**config.mk**
```make
export PLATFORM = sky130hd
export DESIGN_NAME = fir_ctrl_seq
export DESIGN_NICKNAME = d
export VERILOG_FILES = /design/src/rtl/fir_ctrl_seq.sv
export SDC_FILE = /design/constraint.sdc
export NUM_CORES = 1
export LEC_CHECK = 0
export CAP_MARGIN = 20
export CORE_ASPECT_RATIO = 0.75
export CORE_MARGIN = 2
export CORE_UTILIZATION = 35
export CTS_BUF_LIST = sky130_fd_sc_hd__clkbuf_4 sky130_fd_sc_hd__clkbuf_8
export CTS_CLUSTER_DIAMETER = 150
export DETAILED_ROUTE_END_ITERATION = 10
export GPL_ROUTABILITY_DRIVEN = 0
export PLACE_DENSITY_LB_ADDON = 0.15
export SLEW_MARGIN = 20
export SYNTH_ARGS = -nofsm -noshare
export SYNTH_HDL_FRONTEND = slang
export SYNTH_SLANG_ARGS = --single-unit
```
**constraint.sdc**
```tcl
create_clock -name iClk12M -period 3.7 [get_ports iClk12M]
set_clock_uncertainty 0.05 [all_clocks]
set_input_delay 0.74 -clock iClk12M [delete_from_list [all_inputs] [get_ports iClk12M]]
set_output_delay 0.74 -clock iClk12M [all_outputs]
set_load 0.05 [all_outputs]
```
**src/rtl/fir_ctrl_seq.sv**
```systemverilog
// -----------------------------------------------------------------------------
// fir_ctrl_seq
// Control sequencer for a 10-tap FIR filter running off the 12 MHz clock.
//   - Free-running /20 divider producing the 600 kHz sample strobe.
//   - Sample register that captures the raw sample on every strobe.
//   - Coefficient reload: a request is followed by a flag cycle, ten
//     handshaked RAM writes (tap 0..9) and two tail cycles.
//   - Per-sample coefficient read burst (10 reads plus 2 drain cycles) with
//     delayed multiplier / accumulator enables.
//
// Ports
//   iClk12M          in   12 MHz clock, rising edge
//   iRsn             in   asynchronous active-low reset
//   iCoeffWrReq      in   single-cycle coefficient reload request
//   iCoeffValid      in   coefficient word valid
//   iCoeffData[15:0] in   coefficient word, tap order 0..9
//   oCoeffReady      out  sequencer accepts iCoeffData this cycle
//   iFirIn[2:0]      in   raw filter sample
//   oFirIn[2:0]      out  registered sample for the filter
//   oEnSample600k    out  one-cycle sample strobe every 20 clocks
//   oCoeffUpdateFlag out  coefficient update in progress
//   oCsnRam, oWrnRam out  coefficient RAM chip select / write, active low
//   oAddrRam[5:0]    out  coefficient RAM address
//   oWtDtRam[15:0]   out  coefficient RAM write data
//   oEnMul           out  multiplier enable
//   oEnAddAcc        out  adder / accumulator enable
//   oBusy            out  sequencer not idle
//   oCoeffDone       out  pulse after a completed coefficient reload
//   oSampleMiss      out  pulse when a strobe is dropped
// -----------------------------------------------------------------------------
module fir_ctrl_seq (
  input  logic        iClk12M,
  input  logic        iRsn,
  input  logic        iCoeffWrReq,
  input  logic        iCoeffValid,
  input  logic [15:0] iCoeffData,
  output logic        oCoeffReady,
  input  logic [2:0]  iFirIn,
  output logic [2:0]  oFirIn,
  output logic        oEnSample600k,
  output logic        oCoeffUpdateFlag,
  output logic        oCsnRam,
  output logic        oWrnRam,
  output logic [5:0]  oAddrRam,
  output logic [15:0] oWtDtRam,
  output logic        oEnMul,
  output logic        oEnAddAcc,
  output logic        oBusy,
  output logic        oCoeffDone,
  output logic        oSampleMiss
);

  typedef enum logic [2:0] {
    IDLE     = 3'd0,
    UPD_FLAG = 3'd1,
    UPD_WR   = 3'd2,
    UPD_TAIL = 3'd3,
    RD       = 3'd4,
    DRAIN    = 3'd5
  } state_t;

  state_t      state_r;
  state_t      nextState_s;
  logic [4:0]  divCnt_r;
  logic        enSample_r;
  logic [2:0]  firIn_r;
  logic        pending_r;
  logic [3:0]  idx_r;
  logic        enMul_r;
  logic        enAddAcc_r;
  logic        coeffDone_r;

  logic        pendEff_s;
  logic        inUpd_s;
  logic        idxLast_s;
  logic        twoDone_s;

  // A request in the same cycle as a strobe must already win the IDLE decision.
  assign pendEff_s = pending_r | iCoeffWrReq;
  assign inUpd_s   = (state_r == UPD_FLAG) || (state_r == UPD_WR) || (state_r == UPD_TAIL);
  assign idxLast_s = (idx_r == 4'd9);
  // Tail and drain phases both last two cycles, counted on the shared index.
  assign twoDone_s = (idx_r == 4'd1);

  // Free-running sample divider and registered strobe.
  always_ff @(posedge iClk12M or negedge iRsn) begin
    if (!iRsn) begin
      divCnt_r   <= 5'd0;
      enSample_r <= 1'b0;
    end else begin
      divCnt_r   <= (divCnt_r == 5'd19) ? 5'd0 : divCnt_r + 5'd1;
      enSample_r <= (divCnt_r == 5'd19);
    end
  end

  // Sample register loads on every strobe, even when the read burst is dropped.
  always_ff @(posedge iClk12M or negedge iRsn) begin
    if (!iRsn) begin
      firIn_r <= 3'd0;
    end else if (enSample_r) begin
      firIn_r <= iFirIn;
    end else begin
      firIn_r <= firIn_r;
    end
  end

  // Pending reload request; requests during an update merge into it.
  always_ff @(posedge iClk12M or negedge iRsn) begin
    if (!iRsn) begin
      pending_r <= 1'b0;
    end else if ((state_r == IDLE) && pendEff_s) begin
      pending_r <= 1'b0;
    end else if (iCoeffWrReq && !inUpd_s) begin
      pending_r <= 1'b1;
    end else begin
      pending_r <= pending_r;
    end
  end

  // FSM state register.
  always_ff @(posedge iClk12M or negedge iRsn) begin
    if (!iRsn) begin
      state_r <= IDLE;
    end else begin
      state_r <= nextState_s;
    end
  end

  // FSM next-state logic.
  always_comb begin
    nextState_s = state_r;
    case (state_r)
      IDLE: begin
        if (pendEff_s) begin
          nextState_s = UPD_FLAG;
        end else if (enSample_r) begin
          nextState_s = RD;
        end else begin
          nextState_s = IDLE;
        end
      end
      UPD_FLAG: nextState_s = UPD_WR;
      UPD_WR: begin
        if (iCoeffValid && idxLast_s) begin
          nextState_s = UPD_TAIL;
        end else begin
          nextState_s = UPD_WR;
        end
      end
      UPD_TAIL: nextState_s = twoDone_s ? IDLE : UPD_TAIL;
      RD:       nextState_s = idxLast_s ? DRAIN : RD;
      DRAIN:    nextState_s = twoDone_s ? IDLE : DRAIN;
      default:  nextState_s = IDLE;
    endcase
  end

  // Shared word / cycle index; cleared on every state change so it never passes 9.
  always_ff @(posedge iClk12M or negedge iRsn) begin
    if (!iRsn) begin
      idx_r <= 4'd0;
    end else if (nextState_s != state_r) begin
      idx_r <= 4'd0;
    end else begin
      case (state_r)
        UPD_WR:                idx_r <= iCoeffValid ? idx_r + 4'd1 : idx_r;
        UPD_TAIL, RD, DRAIN:   idx_r <= idx_r + 4'd1;
        default:               idx_r <= 4'd0;
      endcase
    end
  end

  // Delayed datapath enables and the reload completion pulse.
  always_ff @(posedge iClk12M or negedge iRsn) begin
    if (!iRsn) begin
      enMul_r     <= 1'b0;
      enAddAcc_r  <= 1'b0;
      coeffDone_r <= 1'b0;
    end else begin
      enMul_r     <= (state_r == RD);
      enAddAcc_r  <= enMul_r;
      coeffDone_r <= (state_r == UPD_TAIL) && twoDone_s;
    end
  end

  // FSM output decode; write data passes straight through on an accepted word.
  always_comb begin
    oCoeffUpdateFlag = 1'b0;
    oCoeffReady      = 1'b0;
    oCsnRam          = 1'b1;
    oWrnRam          = 1'b1;
    oAddrRam         = 6'd0;
    oWtDtRam         = 16'd0;
    case (state_r)
      UPD_FLAG: oCoeffUpdateFlag = 1'b1;
      UPD_WR: begin
        oCoeffUpdateFlag = 1'b1;
        oCoeffReady      = 1'b1;
        if (iCoeffValid) begin
          oCsnRam  = 1'b0;
          oWrnRam  = 1'b0;
          oAddrRam = {2'b00, idx_r};
          oWtDtRam = iCoeffData;
        end else begin
          oCsnRam  = 1'b1;
          oWrnRam  = 1'b1;
        end
      end
      UPD_TAIL: oCoeffUpdateFlag = 1'b1;
      RD: begin
        oCsnRam  = 1'b0;
        oAddrRam = {2'b00, idx_r};
      end
      default: oCoeffUpdateFlag = 1'b0;
    endcase
  end

  // A strobe is only usable in IDLE with no reload waiting; otherwise it is dropped.
  assign oSampleMiss   = enSample_r && !((state_r == IDLE) && !pendEff_s);
  assign oBusy         = (state_r != IDLE);
  assign oEnSample600k = enSample_r;
  assign oFirIn        = firIn_r;
  assign oEnMul        = enMul_r;
  assign oEnAddAcc     = enAddAcc_r;
  assign oCoeffDone    = coeffDone_r;

endmodule

```
# Yosys cells after proc, flatten, opt, wreduce, memory -nomap -nowiden
# Cells that the tools add are included.
# Widths: inputs -> output; s select.
classes:
  muxes: 22
  reduce_logical: 16
  eq_ne: 10
  bitwise_logic: 1
  addsub: 2
ops:
  columns: ["op", "n"]
  rows:
  - ["$mux 16", 2]
  - ["$pmux 3 s6", 1]
  - ["$pmux 4 s2", 2]
  - ["$mux 4", 3]
  - ["$mux 3", 3]
  - ["$mux 1", 8]
  - ["$eq 3x2->1 const B", 2]
  - ["$eq 3x3->1 const B", 2]
  - ["$logic_and 1x1->1", 6]
  - ["$reduce_or 3->1", 2]
  - ["$add 5x1->5 const B", 1]
  - ["$eq 5x5->1 const B", 1]
  - ["$mux 5", 1]
  - ["$add 4x1->4 const B", 1]
  - ["$eq 4x1->1 const B", 1]
  - ["$eq 4x4->1 const B", 1]
  - ["$eq 3x1->1 const B", 1]
  - ["$logic_not 1->1", 3]
  - ["$logic_not 3->1", 1]
  - ["$ne 3x2->1 const B", 1]
  - ["$ne 3x3->1", 1]
  - ["$reduce_bool 3->1", 1]
  - ["$logic_or 1x1->1", 2]
  - ["$mux 2", 1]
  - ["3 further kinds", 3]
word_totals:
  reg_bits: 20
  inputBits: 23
  output_inout_bits: 35
  wordCells: 60

# Depth between registers and ports, before layout
# Gate-level depths: netlist of run 1.
logic_depth:
  word_depth: 7
  mapped_depth: 6

# Worst setup path after synthesis of run 1
# OpenSTA, ideal clock, no wires.
synth_timing:
  path_type: "in2out"
  startpoint: "input port iCoeffValid"
  endpoint: "output port oAddrRam[1]"
  stages: 3
  arrival_time_ns: 2.098
  path_slack_ns: 0.812
  path_cell_list: "nor3b_4 > nor2_1 > nor2_1"
synth_between:
  elab_chain_len: 2
synth_rtl:
  columns: ["item", "line_no", "text"]
  rows:
  - ["from (decl)", "35", "input logic iCoeffValid,"]
  - ["$mux 4", "198", "if (iCoeffValid) begin"]
  - ["$pmux 4 s2", "193", "case (state_r)"]
  - ["to (decl)", "44", "output logic [5:0] oAddrRam,"]
# Every way passes these cells.

# Worst setup path after layout of run 1
layout_timing:
  startpoint: "input port iCoeffValid"
  endpoint: "output port oWrnRam"
layout_between:
  elab_chain_len: 2
layout_rtl:
  columns: ["item", "line_no", "text"]
  rows:
  - ["$mux 1", "198", null]
  - ["$mux 1", "193", null]
  - ["to (decl)", "43", "output logic oWrnRam,"]
# Every way passes these cells.

==> results of run 1 <==
==> worst paths after layout <==
kind / from / endpoint / slack [ns]
min in group asynchronous: iRsn / oEnSample600k$_DFF_PN0_ / 0.93
min: oEnMul$_DFF_PN0_ / oEnAddAcc$_DFF_PN0_ / 0.34
max in group asynchronous: iRsn / pending_r$_DFFE_PN0P_ / 2.14
max: iCoeffValid / oWrnRam / 0.53
max reg2reg: idx_r[1]$_DFFE_PN0P_ / idx_r[2]$_DFFE_PN0P_ / 2.06
min reg2reg: oEnMul$_DFF_PN0_ / oEnAddAcc$_DFF_PN0_ / 0.34
==> flip-flops by register name (all words and copies together) (netlist names) <==
register and cells:
oEnMul 1, pending_r 1, oFirIn 3, oCoeffDone 1, oEnSample600k 1, divCnt_r 5, idx_r 4, oEnAddAcc 1
state_r 3
==> cell type report <==
| class | count | area [µm²] |
|---|---|---|
| tap | 38 | 47.5 |
| fill | 271 | 1250 |
| multi-input combinational | 81 | 581 |
| inverter | 6 | 22.5 |
| clock inverter | 1 | 30.0 |
| sequential | 20 | 500 |
| clock buffer | 3 | 41.3 |
| timing repair buffer | 56 | 543 |
==> power by group through the flow <==
stage	Sequential, W	Clock [W]	Combinational [W]
after floorplan	0.000282	0	0.000501
after global placement	0.000307	0	0.000691
final	0.000304	0.000213	0.000696
after global routing	0.000312	0.000229	0.000740
after detailed placement	0.000309	0	0.000699
after CTS	0.000304	0.000218	0.000701
==> placed cells by master, fill, tap and decap left out, drive strengths merged, types with 2 or more instances in the layout <==
master,count
a21oi,3
dfrtp,20
mux2,3
a21boi,2
clkbuf,3
nand2b,2
o21ai,3
nand3,2
nor3,6
and2,17
a211oi,2
buf,22
nand2,3
clkdlybuf4s50,34
conb,2
nor2b,4
inv,6
nor2,11
ha,3
xnor2,5
==> through the flow <==
step	util, %	worst slack, ns	hold slack, ns	instances	cell area (µm²)
after detailed placement	56.1	0.548	0.326	201	1690
after global placement	56.1	0.560	0.310	201	1690
after CTS	58.5	0.532	0.344	205	1770
final	58.5	0.533	0.339	205	1770
after global routing	58.5	0.456	0.356	205	1770
after floorplan	-	0.812	0.383	113	1140
==> per-layer routing <==
metal / wire, µm / vias up / global-route usage (%) / part of all wire, %
met5: 0 / - / 0 / 0
met4: 0 / 0 / 0.962 / 0
met3: 97 / 0 / 4.57 / 3.7
met2: 1350 / 18 / 23.2 / 51
met1: 1180 / 459 / 19.0 / 45
li1: - / 479 / - / -
==> cells in the mapped netlist (all sizes together), types with 3 or more instances <==
cell type  count  share of area [%]
dfrtp         20                 44
and2          17                9.3
nor2          11                3.6
buf            6                3.6
inv            6                2.0
nor3           6                2.6
xnor2          5                3.8
nor2b          4                2.2
a21oi          3                1.3
ha             3                3.3
mux2           3                3.0
nand2          3               0.99
o21ai          3                1.3
==> worst max-delay path: cells and delay by family <==
family,cells,cell delay [ns]
buffers and inverters,3,1.39
AND/OR/NAND/NOR,1,0.25
==> kinds of logic (layout without fill, tap and decap cells) <==
logic type / Yosys count / count (layout) / share of synthesized area (%)
buf+inv: 12 / 66 / 5.59
fa+ha+maj: 3 / 3 / 3.29
other cells: 1 / 2 / 0.329
flops: 20 / 20 / 43.9
xor+xnor: 5 / 5 / 3.84
simple gates: 52 / 52 / 29.3
compound gates: 15 / 15 / 9.98
mux: 4 / 4 / 3.84
==> summary.md, run 1 <==
| Metric | Value |
|---|---|
| Status | `finished, final reports clean` |
| Die Span Y | `between 50 and 60 µm` |
| Top Ports | `58` |
| Clock Power Share | `between 10% and 20%` |
| Number of port buffers | `55` |
| Pwr per Cell Area | `between 600 and 700 mW/mm²` |
| Worst Max-Slew Pin Slew | `between 0.8 and 0.9 ns` |
| CP Launch Type | `input pin` |
| Worst hold path type | `reg2reg` |
| Hold depth | `0` |
| Crit path DAT | `between 2 and 2.5 ns` |
| Worst path cell trace | `clkdlybuf4s50_1 -> nor3b_4 -> inv_1 -> clkdlybuf4s50_1` |
| GRT overflow | `0` |
| # clock sinks | `20` |
| WL final | `roughly 2600 µm` |
| Worst Path Class, Setup | `in2out` |
| Post-CTS sizing | `0` |
| Ant diodes | `0` |
| Net Sw Frac | `a little under half` |
| Initial Util | `between 30 and 40%` |
| Int Power | `between 0.0006 and 0.0007 W` |
| Initial antenna violation count | `0` |
| Slew Viols, Final | `0` |
| Vias | `956` |
| Post-synth EDFFs | `0` |
| Total number of yosys warnings | `0` |
| Max H-tree Level | `1` |
| Ys flop type | `dfrtp_1` |
| Core area | `roughly 0.0030 mm²` |
| Fin. Hold Viols | `0` |
| Drt drc | `0` |
| Site row count | `17` |
| CTS clock-pin slew for the worst setup and hold paths | `0.07 ns` |
| Synth Cell Area | `~0.0011 mm²` |
| Drt wl/cell | `12.8 µm` |
| Comb pwr share | `around 57%` |
| Critical Path RT | `roughly 2.9 ns` |
| Largest net degree at the start of global routing | `21` |
| Max Freq | `approximately 320 MHz` |
| Syn avg cell area | `roughly 10 µm²` |
| First-pass GRT wire length | `4020 µm` |
| Via-to-Cell Ratio | `~4.7` |
| Leak | `approximately 0.79 nW` |
| Chip width | `approximately 70 µm` |
| Synth Instances | `approximately 110` |
| P&R area growth vs syn | `54.7%` |
| Max-Cap Viols | `0` |
| Slowest CP cell | `clkdlybuf4s50_1` |
| Root Buffer | `clkbuf_8` |
| Crit share post-route | `~86%` |
| Critical Path Most Common Cell | `clkdlybuf4s50_1` |
| CTS max path bufs | `2` |
| Setup violators final | `0` |
| Clock Latency Late Sink | `0.26 ns` |
| CTS Buf Count | `3` |
| Crit Path Max Fanout | `3` |
| Fin crit period | `approximately 3.2 ns` |
| Final HPWL from detailed placement | `between 2000 and 2500 µm` |
| TritonCTS clock tree | `done` |
| Postcts setup bufs | `0` |
| Nets | `194` |
| R2R cell count | `6` |
| Peak supply drop | `around 0.29 mV` |
| Number of global-route vias before repair | `a little under 900` |
| Setup crit end kind | `output pin` |
| Detailed router's first-iteration violation count | `53` |
| Tot Pwr | `approximately 0.0012 W` |
| Fraction of layout cells with a size suffix above 1 | `about a fifth` |
| # hold bufs at CTS | `0` |
| Yosys cell types | `34` |
| Antenna Nets Post-Route | `0` |
| Die area | `0.00374 mm²` |
| Setup TNS Final | `0 ns` |
| Yosys reg bits | `20` |
| Max_slew headroom | `a little over two fifths` |
| Crit path largest cell delay | `about 0.71 ns` |
| Reg power frac | `25.1%` |
| Sw power | `around 0.00057 W` |
| Async SR Flop Fraction | `100%` |
| First drt pass iteration count | `4` |
| Register area share after synthesis | `43.9%` |
| RSZ-0062 raised after global routing | `false` |
| Tot GR Track Use | `approximately 14%` |
Power figures use the tool's default switching activity.
==> run 2: changes to the inputs <==
GPL_ROUTABILITY_DRIVEN = unset   (was 0)
HOLD_SLACK_MARGIN = 0.1   (was unset)
==> results of run 2 <==
The final DEF is identical to that of run 1; final timing and power are the same.
==> run 3: changes to the inputs <==
CORE_UTILIZATION = 29   (was 35)
PLACE_DENSITY = 0.68   (was unset)
PLACE_DENSITY_LB_ADDON = unset   (was 0.15)
==> run 3 against run 2 <==
  * Total power up 4.6%
  * Critical path type unchanged
  * Largest power group unchanged
  * Clock power about the same
  * Via count up 0.21%
  * First-iteration DRC count down 9.4%
  * Critical path depth unchanged
  * Final cell count up 6.8%
  * Highest routed layer is now met4
  * Global-route usage down 1.8 points
  * Combinational power up 8.2%
  * Worst setup slack better by 0.032 ns
  * Die area up 19%
  * Count of clock-buffer cells in the layout unchanged
==> summary.md, run 3 (synthesis results as in run 1) <==
| Metric | Value |
|---|---|
| Reg-to-Reg Start | `state_r[1]$_DFF_PN0_` |
| Gp weighted congestion | `roughly 0.78` |
| Drt wl/cell | `12.3 µm (-3.8%)` |
| Core area | `0.00371 mm² (+23%)` |
| Commonest cells after routing, fill and taps aside | `clkdlybuf4s50_1 (34), dfrtp_1 (20), and2_1 (17)` |
| Worst Max-Slew Pin Slew | `0.858 ns (-0.0140 ns)` |
| First drt pass iteration count | `4 (unchanged)` |
| Area of the multi-input gates | `581 µm² (unchanged)` |
| R2R cell count | `4 (-2)` |
| Setup violators final | `0 (unchanged)` |
| CTS clock-pin slew for the worst setup and hold paths | `0.07 ns (about the same)` |
| WL final | `2700 µm (+2.8%)` |
| Register area | `500 µm² (unchanged)` |
| Fin area | `0.00187 mm² (+6.0%)` |
| First-pass GRT wire length | `4430 µm (+10%)` |
| Crit path DAT | `2.35 ns (-0.03 ns)` |
| Ant diodes | `0 (unchanged)` |
| Via-to-Cell Ratio | `4.37 (-6.2%)` |
| Site row count | `19 (+2)` |
| Leak | `0.815 nW (+2.9%)` |
| Postcts setup bufs | `0 (unchanged)` |
| Largest register by flop count | `divCnt_r` |
| Top Registers | `divCnt_r (5), idx_r (4)` |
| CTS Buf Count | `3 (unchanged)` |
| Worst path cell trace | `clkdlybuf4s50_1 -> nor3b_4 -> inv_1 -> clkdlybuf4s50_1` |
| CP Launch Type | `input pin` |
| Critical Path RT | `2.91 ns (about the same)` |
| TritonCTS clock tree | `done` |
| Drt drc | `0 (unchanged)` |
| Hold depth | `0 (unchanged)` |
| Max Freq | `319 MHz (+1.0%)` |
| Commonest non-fill, non-tap cell in the layout | `clkdlybuf4s50_1` |
| Worst R2R End | `idx_r[2]$_DFFE_PN0P_` |
| Peak supply drop | `0.246 mV (-15%)` |
| Routing usage on met3 | `2.61% (-2.0 points)` |
| Antenna Nets Post-Route | `0 (unchanged)` |
| Die Span Y | `58.3 µm (+9.1%)` |
| Fin crit period | `3.14 ns (-0.0318 ns)` |
| Placed cell count | `215 (+7.0%)` |
| Detailed router's first-iteration violation count | `48 (-9.4%)` |
| Setup crit end kind | `output pin` |
| Worst hold path type | `reg2reg` |
| Slowest CP cell | `clkdlybuf4s50_1` |
| Top Ports | `58 (unchanged)` |
| Slew Viols, Final | `0 (unchanged)` |
| GR peak layer | `met2` |
| Post-CTS sizing | `0 (unchanged)` |
| Number of global-route vias before repair | `962 (+11%)` |
| Critical Path Most Common Cell | `clkdlybuf4s50_1` |
| Max H-tree Level | `1 (unchanged)` |
| Clock Latency Late Sink | `0.26 ns (about the same)` |
| Root Buffer | `clkbuf_8` |
| Setup slack after layout | `0.565 ns (+0.0318 ns)` |
| Worst Path Class, Setup | `in2out` |
| Initial Util | `30.8% (-7.0 points)` |
| Pre-CTS WS | `0.556 ns (+0.00759 ns)` |
| Largest net degree at the start of global routing | `21 (unchanged)` |
| Status | `finished, final reports clean` |
| Pwr per Cell Area | `679 mW/mm² (-1.2%)` |
| Vias | `958 (+0.21%)` |
| Fin. Hold Viols | `0 (unchanged)` |
| Crit path largest cell delay | `0.70 ns (about the same)` |
| Number of flip-flops in the largest register | `5 (unchanged)` |
| RSZ-0062 raised after global routing | `false` |
| CTS max path bufs | `2 (unchanged)` |
| GRT overflow | `0 (unchanged)` |
| Min-delay src | `oEnMul$_DFF_PN0_` |
| Nets | `194 (unchanged)` |
| Grt met2 use | `22.9% (-0.29 points)` |
| Chip width | `76.4 µm (+9.3%)` |
| Setup TNS Final | `0 ns (unchanged)` |
| Final HPWL from detailed placement | `2250 µm (+3.7%)` |
| # hold bufs at CTS | `0 (unchanged)` |
| Number of port buffers | `55 (unchanged)` |
| Fraction of layout cells with a size suffix above 1 | `21.0% (unchanged)` |
| Fillcell total | `347 (+28%)` |
| # clock sinks | `20 (unchanged)` |
| Max_slew headroom | `42.6% (+0.94 points)` |
| Crit share post-route | `84.7% (-0.86 points)` |
| Initial antenna violation count | `0 (unchanged)` |
| Post-place instance area | `0.00180 mm² (+6.2%)` |
| Max-Cap Viols | `0 (unchanged)` |
| Die area | `0.00446 mm² (+19%)` |
| Final std cells w/o fill | `219 (+6.8%)` |
| Reg2Reg Setup Slack | `2.07 ns (about the same)` |
| Crit Path Max Fanout | `3 (unchanged)` |
| Tot GR Track Use | `12.2% (-1.8 points)` |
| P&R area growth vs syn | `63.9%` |
| Grt met1 use | `14.7% (-4.4 points)` |
| Worst Hold End | `oEnAddAcc$_DFF_PN0_` |
## run 3: cell counts in the layout (fill, tap and decap cells not counted)
Identical to the previous run, type by type.
## run 3: worst max-delay path: cells and delay by family
family,cells,cell delay [ns]
and+or+nand+nor,1,0.25
buffers and inverters,3,1.36
## run 3: worst max-delay path by stage
stage	from	to	slack (ns)
after floorplan	iCoeffValid	oAddrRam[1]	0.81
after global placement	iCoeffValid	oWrnRam	0.58
after detailed placement	iCoeffValid	oWrnRam	0.56
after CTS	iCoeffValid	oWrnRam	0.55
after global routing	iCoeffValid	oAddrRam[0]	0.49
final	iCoeffValid	oWrnRam	0.56
## run 3: stage by stage
step	util, %	total power, W	hold WS [ns]
2_1_floorplan	-	0.000783	0.383
3_3_place_gp	48.5	0.00105	0.320
3_5_place_dp	48.5	0.00107	0.320
4_1_cts	50.4	0.00128	0.336
5_1_grt	50.4	0.00134	0.341
6_report	50.4	0.00127	0.330
## run 3: area by class of cell
cell class / instances / area share [%]
clock inverters: 1 / 1.61
inverters: 6 / 1.20
repair buffers: 56 / 33.7
clock buffers: 3 / 2.21
well taps: 52 / 3.48
flip-flops and latches: 20 / 26.8
multi-input cells: 81 / 31.0
## run 3: routing by layer
layer / vias up / part of all wire, % / wire length (µm)
met3: 2 / 2.9 / 79
met5: - / 0 / 0
met1: 455 / 40 / 1090
met4: 0 / 0.70 / 19
li1: 484 / - / -
met2: 17 / 56 / 1510
## run 3: where the power goes
part	total (W)	switching, W	internal [W]
logic	0.000753	0.000458	0.000295
clock network	0.000214	0.0000696	0.000144
registers	0.000303	0.0000563	0.000247
